===== src/rtl/addsub_sequencer.sv =====
// addsub_sequencer: byte-serial add/subtract of two 8*NBYTES-bit operands.
// One 8-bit carry-lookahead slice is reused for every byte. The carry passes
// from one byte to the next only through a carry register, so an operation
// takes NBYTES cycles in RUN followed by one DONE cycle.
//
// state | meaning
// ------+--------------------------------------------------------------
// IDLE  | waiting for start; operands and sub are latched on acceptance
// RUN   | one byte per cycle through the CLA slice, LSB byte first
// DONE  | done pulses for one cycle; result/cout/ovf then hold in IDLE
module addsub_sequencer #(
  parameter int NBYTES = 4
) (
  input  logic                  clk,
  input  logic                  rst,
  input  logic                  start,
  input  logic                  sub,
  input  logic [8*NBYTES-1:0]   a,
  input  logic [8*NBYTES-1:0]   b,
  output logic                  busy,
  output logic                  done,
  output logic [8*NBYTES-1:0]   result,
  output logic                  cout,
  output logic                  ovf
);

  localparam int IW = (NBYTES > 1) ? $clog2(NBYTES) : 1;
  localparam logic [IW-1:0] LAST_IDX = IW'(NBYTES - 1);

  typedef enum logic [1:0] {
    S_IDLE = 2'd0,
    S_RUN  = 2'd1,
    S_DONE = 2'd2
  } state_t;

  state_t                r_state;
  logic [IW-1:0]         r_idx;
  logic                  r_carry;
  logic                  r_sub;
  logic [8*NBYTES-1:0]   r_a;
  logic [8*NBYTES-1:0]   r_b;
  logic [8*NBYTES-1:0]   r_result;
  logic                  r_busy;
  logic                  r_done;
  logic                  r_cout;
  logic                  r_ovf;

  logic [7:0]            w_x;
  logic [7:0]            w_y;
  logic [7:0]            w_g;
  logic [7:0]            w_p;
  logic [8:0]            w_c;
  logic [7:0]            w_sum;

  assign w_x = r_a[8*r_idx +: 8];

  // CLA slice: every carry is a flat sum-of-products of g, p and the carry-in.
  always_comb begin
    logic v_t;
    w_y   = r_b[8*r_idx +: 8] ^ {8{r_sub}};
    w_g   = w_x & w_y;
    w_p   = w_x ^ w_y;
    w_c   = '0;
    w_c[0] = r_carry;
    for (int i = 0; i < 8; i++) begin
      v_t = r_carry;
      for (int k = 0; k <= i; k++) begin
        v_t = v_t & w_p[k];
      end
      w_c[i+1] = v_t;
      for (int j = 0; j <= i; j++) begin
        v_t = w_g[j];
        for (int k = j + 1; k <= i; k++) begin
          v_t = v_t & w_p[k];
        end
        w_c[i+1] = w_c[i+1] | v_t;
      end
    end
    w_sum = w_p ^ w_c[7:0];
  end

  // Sequencer FSM with registered outputs.
  always_ff @(posedge clk) begin
    if (rst) begin
      r_state  <= S_IDLE;
      r_idx    <= '0;
      r_carry  <= 1'b0;
      r_sub    <= 1'b0;
      r_a      <= '0;
      r_b      <= '0;
      r_result <= '0;
      r_busy   <= 1'b0;
      r_done   <= 1'b0;
      r_cout   <= 1'b0;
      r_ovf    <= 1'b0;
    end else begin
      case (r_state)
        S_IDLE: begin
          r_done <= 1'b0;
          if (start) begin
            r_a      <= a;
            r_b      <= b;
            r_sub    <= sub;
            r_result <= '0;
            r_idx    <= '0;
            r_carry  <= sub;
            r_busy   <= 1'b1;
            r_state  <= S_RUN;
          end
        end
        S_RUN: begin
          r_result[8*r_idx +: 8] <= w_sum;
          r_carry <= w_c[8];
          if (r_idx == LAST_IDX) begin
            r_idx   <= '0;
            r_cout  <= w_c[8];
            r_ovf   <= w_c[7] ^ w_c[8];
            r_done  <= 1'b1;
            r_state <= S_DONE;
          end else begin
            r_idx <= r_idx + 1'b1;
          end
        end
        S_DONE: begin
          r_done  <= 1'b0;
          r_busy  <= 1'b0;
          r_state <= S_IDLE;
        end
        default: begin
          r_done  <= 1'b0;
          r_busy  <= 1'b0;
          r_state <= S_IDLE;
        end
      endcase
    end
  end

  assign busy   = r_busy;
  assign done   = r_done;
  assign result = r_result;
  assign cout   = r_cout;
  assign ovf    = r_ovf;

endmodule


===== config.mk =====
export PLATFORM = sky130hd
export DESIGN_NAME = addsub_sequencer
export DESIGN_NICKNAME = d
export VERILOG_FILES = /design/src/rtl/addsub_sequencer.sv
export SDC_FILE = /design/constraint.sdc
export NUM_CORES = 1
export LEC_CHECK = 0
export CORE_MARGIN = 2
export CORE_UTILIZATION = 45
export DETAILED_ROUTE_END_ITERATION = 12
export PLACE_DENSITY = 0.79
export SKIP_LAST_GASP = 1
export SYNTH_ARGS = -nofsm -noshare
export SYNTH_HDL_FRONTEND = slang
export SYNTH_SLANG_ARGS = --single-unit

===== constraint.sdc =====
create_clock -name clk -period 3.3 [get_ports clk]
set_clock_uncertainty 0.1 [all_clocks]
set_input_delay 0.66 -clock clk [delete_from_list [all_inputs] [get_ports clk]]
set_output_delay 0.66 -clock clk [all_outputs]
set_load 0.05 [all_outputs]

==> run summary <==
The flow ran to the end, and the final reports show no timing, DRC or antenna violations. Counting flops with an async set or reset pin after synthesis yields a share of 0%. For the worst-skew pair, the clock arrives at the later sink with an insertion delay of 370 ps.

The peak clock frequency supported by timing is 323 MHz. In this run the core area contains 37 standard-cell rows. The run gives 3971 as the vias after detailed routing. Entering global routing, the biggest net connects 55 pins. In this run the deepest clock path goes through 2 buffers. Number of buffer and inverter instances along the worst setup path: 1.

Total wirelength of the detailed-routed design: 11500 um. The count of input and output buffers is 103, and the distinct cell type count of the synthesized netlist is 43. The critical path arrival is 3270 ps, and the via count of the first global-routing pass is 3948. The critical path goes through buf_12 > mux4_2 > xor2_1 > ha_1 > ha_1 > o211ai_1 > a21o_1 > a31oi_1 > or2_4 > o31ai_1. Power comes to 2.59 mW. The final number of max-transition violations is 0, and the post-synthesis sequential element count is 106. Setup violations remaining at the end of the flow were counted as 0. For the register-to-register path setup slack, the log shows 200 ps. 104 I/O pins were placed. In this run the worst setup path begins at r_idx[0]$_SDFFE_PP0P_. The cell count after synthesis is 526, and the total number of cells along the worst setup path is 10. Subtracting the final worst setup slack from the clock period gives 3100 ps. Power spread over the standard cell area amounts to 436 nW/um2.

The number of filler cells placed in the layout was 892; the die span in x was 106 um. The share of the clock period used by the worst path after layout was 93.9%. The largest fanout on the critical path came out at 26. The path class of the tightest hold or removal check is flip-flop to flip-flop. The tightest hold path in the finished design has a slack of 358 ps.

The run gives 10200 um2 as the total core area. The top layer reached by signal wires is met4. For the DRC violation count after routing, the log shows 0. In the detailed route, the total length drawn on met3 is 622 um.

Start of the worst register-to-register path: r_idx[0]$_SDFFE_PP0P_. The warning count from the yosys run is 0, and the die footprint is 11100 um2. In this run, the number of DRC markers left after iteration 0 of detailed routing was 159. The slowest stage of the critical path is the sky130_fd_sc_hd__mux4_2 cell. Proportion of layout cells with a drive suffix above 1: 8.41%. From bottom edge to top edge, the die measures 106 um.

The remaining global-route overflow was 0. The cell area that synthesis handed to floorplanning was 4640 um2. The predominant post-synthesis flop cell is sky130_fd_sc_hd__dfxtp_1. VDD sags by at most 236 uV.

Setup repair after global routing left no endpoint under its margin. The number of sinks handled by clock tree synthesis is 106, and the final routed wire length divided by cell count is 15.2 um. The area growth from synthesis to layout is 27.8%. Reg-to-reg endpoint: result[31]$_SDFFE_PP0P_. After clock tree synthesis, the clock-pin slew on the worst setup and hold paths is 100 ps.

The worst register-to-register path has a depth of 10. The count of antenna diodes in the layout is 0. The tree is rooted in a sky130_fd_sc_hd__clkbuf_8. The first global-routing pass estimated 18500 um of wire. In the final layout, the multi-input gates occupy 2330 um2.

The initial utilization of the core area, before any placement, comes to 45.6%. The tools report the area taken by flip-flops and latches as 2120 um2. The detailed-route vias per instance works out to 5.27. The run gives 2.20 nW as the reported leakage power. The element type at the critical path end was a flip-flop. Routability-driven placement finished with a final weighted congestion of 0.898. Counting stages on the worst path, the most repeated cell is sky130_fd_sc_hd__ha_1. In this run, CTS created clock tree buffers numbering 9. The wire length the detailed router placed on met1 was 4860 um; the worst stage delay on the critical path was 530 ps.

STA puts the critical path data required time at 3480 ps. The first detailed-routing pass ran for 4 iterations. Of the synthesized area, sequential elements account for 45.7%. The critical path start-end classification was flip-flop to flip-flop. The tools report the final hold violation count as 0.

After routing, the total negative slack on setup checks comes to 0 ps. The tool flagged a number of max-cap violations equal to 0. The number of nets still failing antenna checks after routing came out at 0.

Family of cells with the greatest summed delay on the critical path: compound AO/OA/AOI/OAI gates. In this run the tightest slew margin relative to its limit is 65.3%. The launching element type of the critical path was a flip-flop. For the pin with the worst max-slew slack, the measured transition is 518 ps. TritonCTS built the clock tree.

The met2 routed wirelength came out at 5800 um. The final net count is 695. Global routing consumed, over all layers together, 20.7% of the routing resources. Synthesized net count: 608. The synthesized area per cell is 8.83 um2, and the total half-perimeter wirelength after legalization and detailed placement is 8490 um. The synthesized design contains 0 enable-type register cells. Last element of the critical path: result[31]$_SDFFE_PP0P_. The number of levels in the clock H-tree is 3. The number of antenna violations at the first check in global routing was 0.
==> timing repair <==
action	4_1_cts	5_1_grt
setup buffers	0	0
resized for setup	0	1
endpoints found under the setup margin	0	3
hold buffers	0	0
==> worst min-delay path by stage <==
stage | from | end | slack (ps) | cells past startpoint
finish | r_a[3]$_SDFFE_PP0P_ | r_a[3]$_SDFFE_PP0P_ | 360 | 2
global route | r_b[27]$_SDFFE_PP0P_ | r_b[27]$_SDFFE_PP0P_ | 380 | 2
CTS | r_a[11]$_SDFFE_PP0P_ | r_a[11]$_SDFFE_PP0P_ | 360 | 2
detailed placement | r_a[11]$_SDFFE_PP0P_ | r_a[11]$_SDFFE_PP0P_ | 350 | 2
global placement | r_b[7]$_SDFFE_PP0P_ | r_b[7]$_SDFFE_PP0P_ | 340 | 2
floorplan | r_a[11]$_SDFFE_PP0P_ | r_a[11]$_SDFFE_PP0P_ | 330 | 2
==> placed cells by master (no fill, tap or decap), types with 8 or more instances in the layout <==
cell and instances:
sky130_fd_sc_hd__a21oi_1 69, sky130_fd_sc_hd__a22oi_1 25, sky130_fd_sc_hd__buf_4 9, sky130_fd_sc_hd__clkbuf_8 9, sky130_fd_sc_hd__clkdlybuf4s50_1 102, sky130_fd_sc_hd__dfxtp_1 106
sky130_fd_sc_hd__ha_1 13, sky130_fd_sc_hd__inv_1 8, sky130_fd_sc_hd__mux4_2 16, sky130_fd_sc_hd__nand2_1 139, sky130_fd_sc_hd__nand3b_1 9, sky130_fd_sc_hd__nor2_1 35
sky130_fd_sc_hd__xor2_1 10
==> registers in the layout, indices dropped and copies added, names as in the netlist <==
| signal | flops |
|---|---|
| r_state | 2 |
| result | 32 |
| r_b | 32 |
| cout | 1 |
| done | 1 |
| ovf | 1 |
| r_sub | 1 |
| r_carry | 1 |
| busy | 1 |
| r_idx | 2 |
| r_a | 32 |
==> layout make-up <==
cell class	instances	area share, %
clock inverter	5	0.633
inverter	8	0.506
tap	136	2.87
multi-input combinational	376	39.3
sequential	106	35.8
timing repair buffer	112	18.7
clock buffer	11	2.21
==> cell families after synthesis <==
kind of cell | Yosys count | synth area share, %
muxes | 17 | 7.98
AOI/OAI and AO/OA | 121 | 16.1
buffers and inverters | 44 | 4.34
and+or+nand+nor | 212 | 19.6
xor gates and xnor gates | 12 | 2.26
adders and majority gates | 14 | 3.94
DFF | 106 | 45.7
==> metal layers <==
metal	global-route usage, %	up-vias
met1	25.4	1867
met3	3.34	15
li1	-	1970
met4	7.14	0
met2	36.9	119
met5	0	-
==> stage by stage <==
stage | instances | worst slack (ps) | cell area [um2] | utilization [%]
after floorplan | 526 | 416 | 4640 | -
after global placement | 738 | 366 | 5750 | 56.5
after detailed placement | 738 | 196 | 5750 | 56.5
after CTS | 754 | 170 | 5920 | 58.2
after global routing | 754 | 27.4 | 5930 | 58.3
final | 754 | 202 | 5930 | 58.3
==> report_power, final <==
| group | total (mW) | leakage, nW | internal [mW] | switching, mW |
|---|---|---|---|---|
| Combinational | 0.496 | 1.26 | 0.220 | 0.275 |
| Sequential | 1.37 | 0.865 | 1.34 | 0.0339 |
| Clock | 0.724 | 0.0803 | 0.280 | 0.444 |
| Total | 2.59 | 2.20 | 1.84 | 0.754 |
==> tightest hold or removal path: cells and delay by family, from the launching register on <==
family / cells / cell delay [ps]
flip-flops: 1 / 320
AO/OA/AOI/OAI: 1 / 50
AND/OR/NAND/NOR: 1 / 50
==> cells in the mapped netlist (3+ instances only) <==
master                     number  area, um2
sky130_fd_sc_hd__inv_1          8       30.0
sky130_fd_sc_hd__buf_2         17       85.1
sky130_fd_sc_hd__a211oi_1       3       22.5
sky130_fd_sc_hd__nor2_1        35        131
sky130_fd_sc_hd__o21ai_0        4       20.0
sky130_fd_sc_hd__buf_4          4       30.0
sky130_fd_sc_hd__a21oi_1       69        345
sky130_fd_sc_hd__xor2_1        10       87.6
sky130_fd_sc_hd__nand2_1      139        522
sky130_fd_sc_hd__dfxtp_1      106       2120
sky130_fd_sc_hd__nor3_1         6       30.0
sky130_fd_sc_hd__a21o_1         5       37.5
sky130_fd_sc_hd__nand2b_1       3       18.8
sky130_fd_sc_hd__a22oi_1       25        188
sky130_fd_sc_hd__mux4_2        16        360
sky130_fd_sc_hd__nor2b_1        3       18.8
sky130_fd_sc_hd__nand3b_1       9       67.6
sky130_fd_sc_hd__o31ai_1        4       30.0
sky130_fd_sc_hd__nand3_1        6       30.0
sky130_fd_sc_hd__ha_1          13        163
sky130_fd_sc_hd__clkbuf_1      13       48.8
No activity file was read; power rests on OpenSTA's default activity.
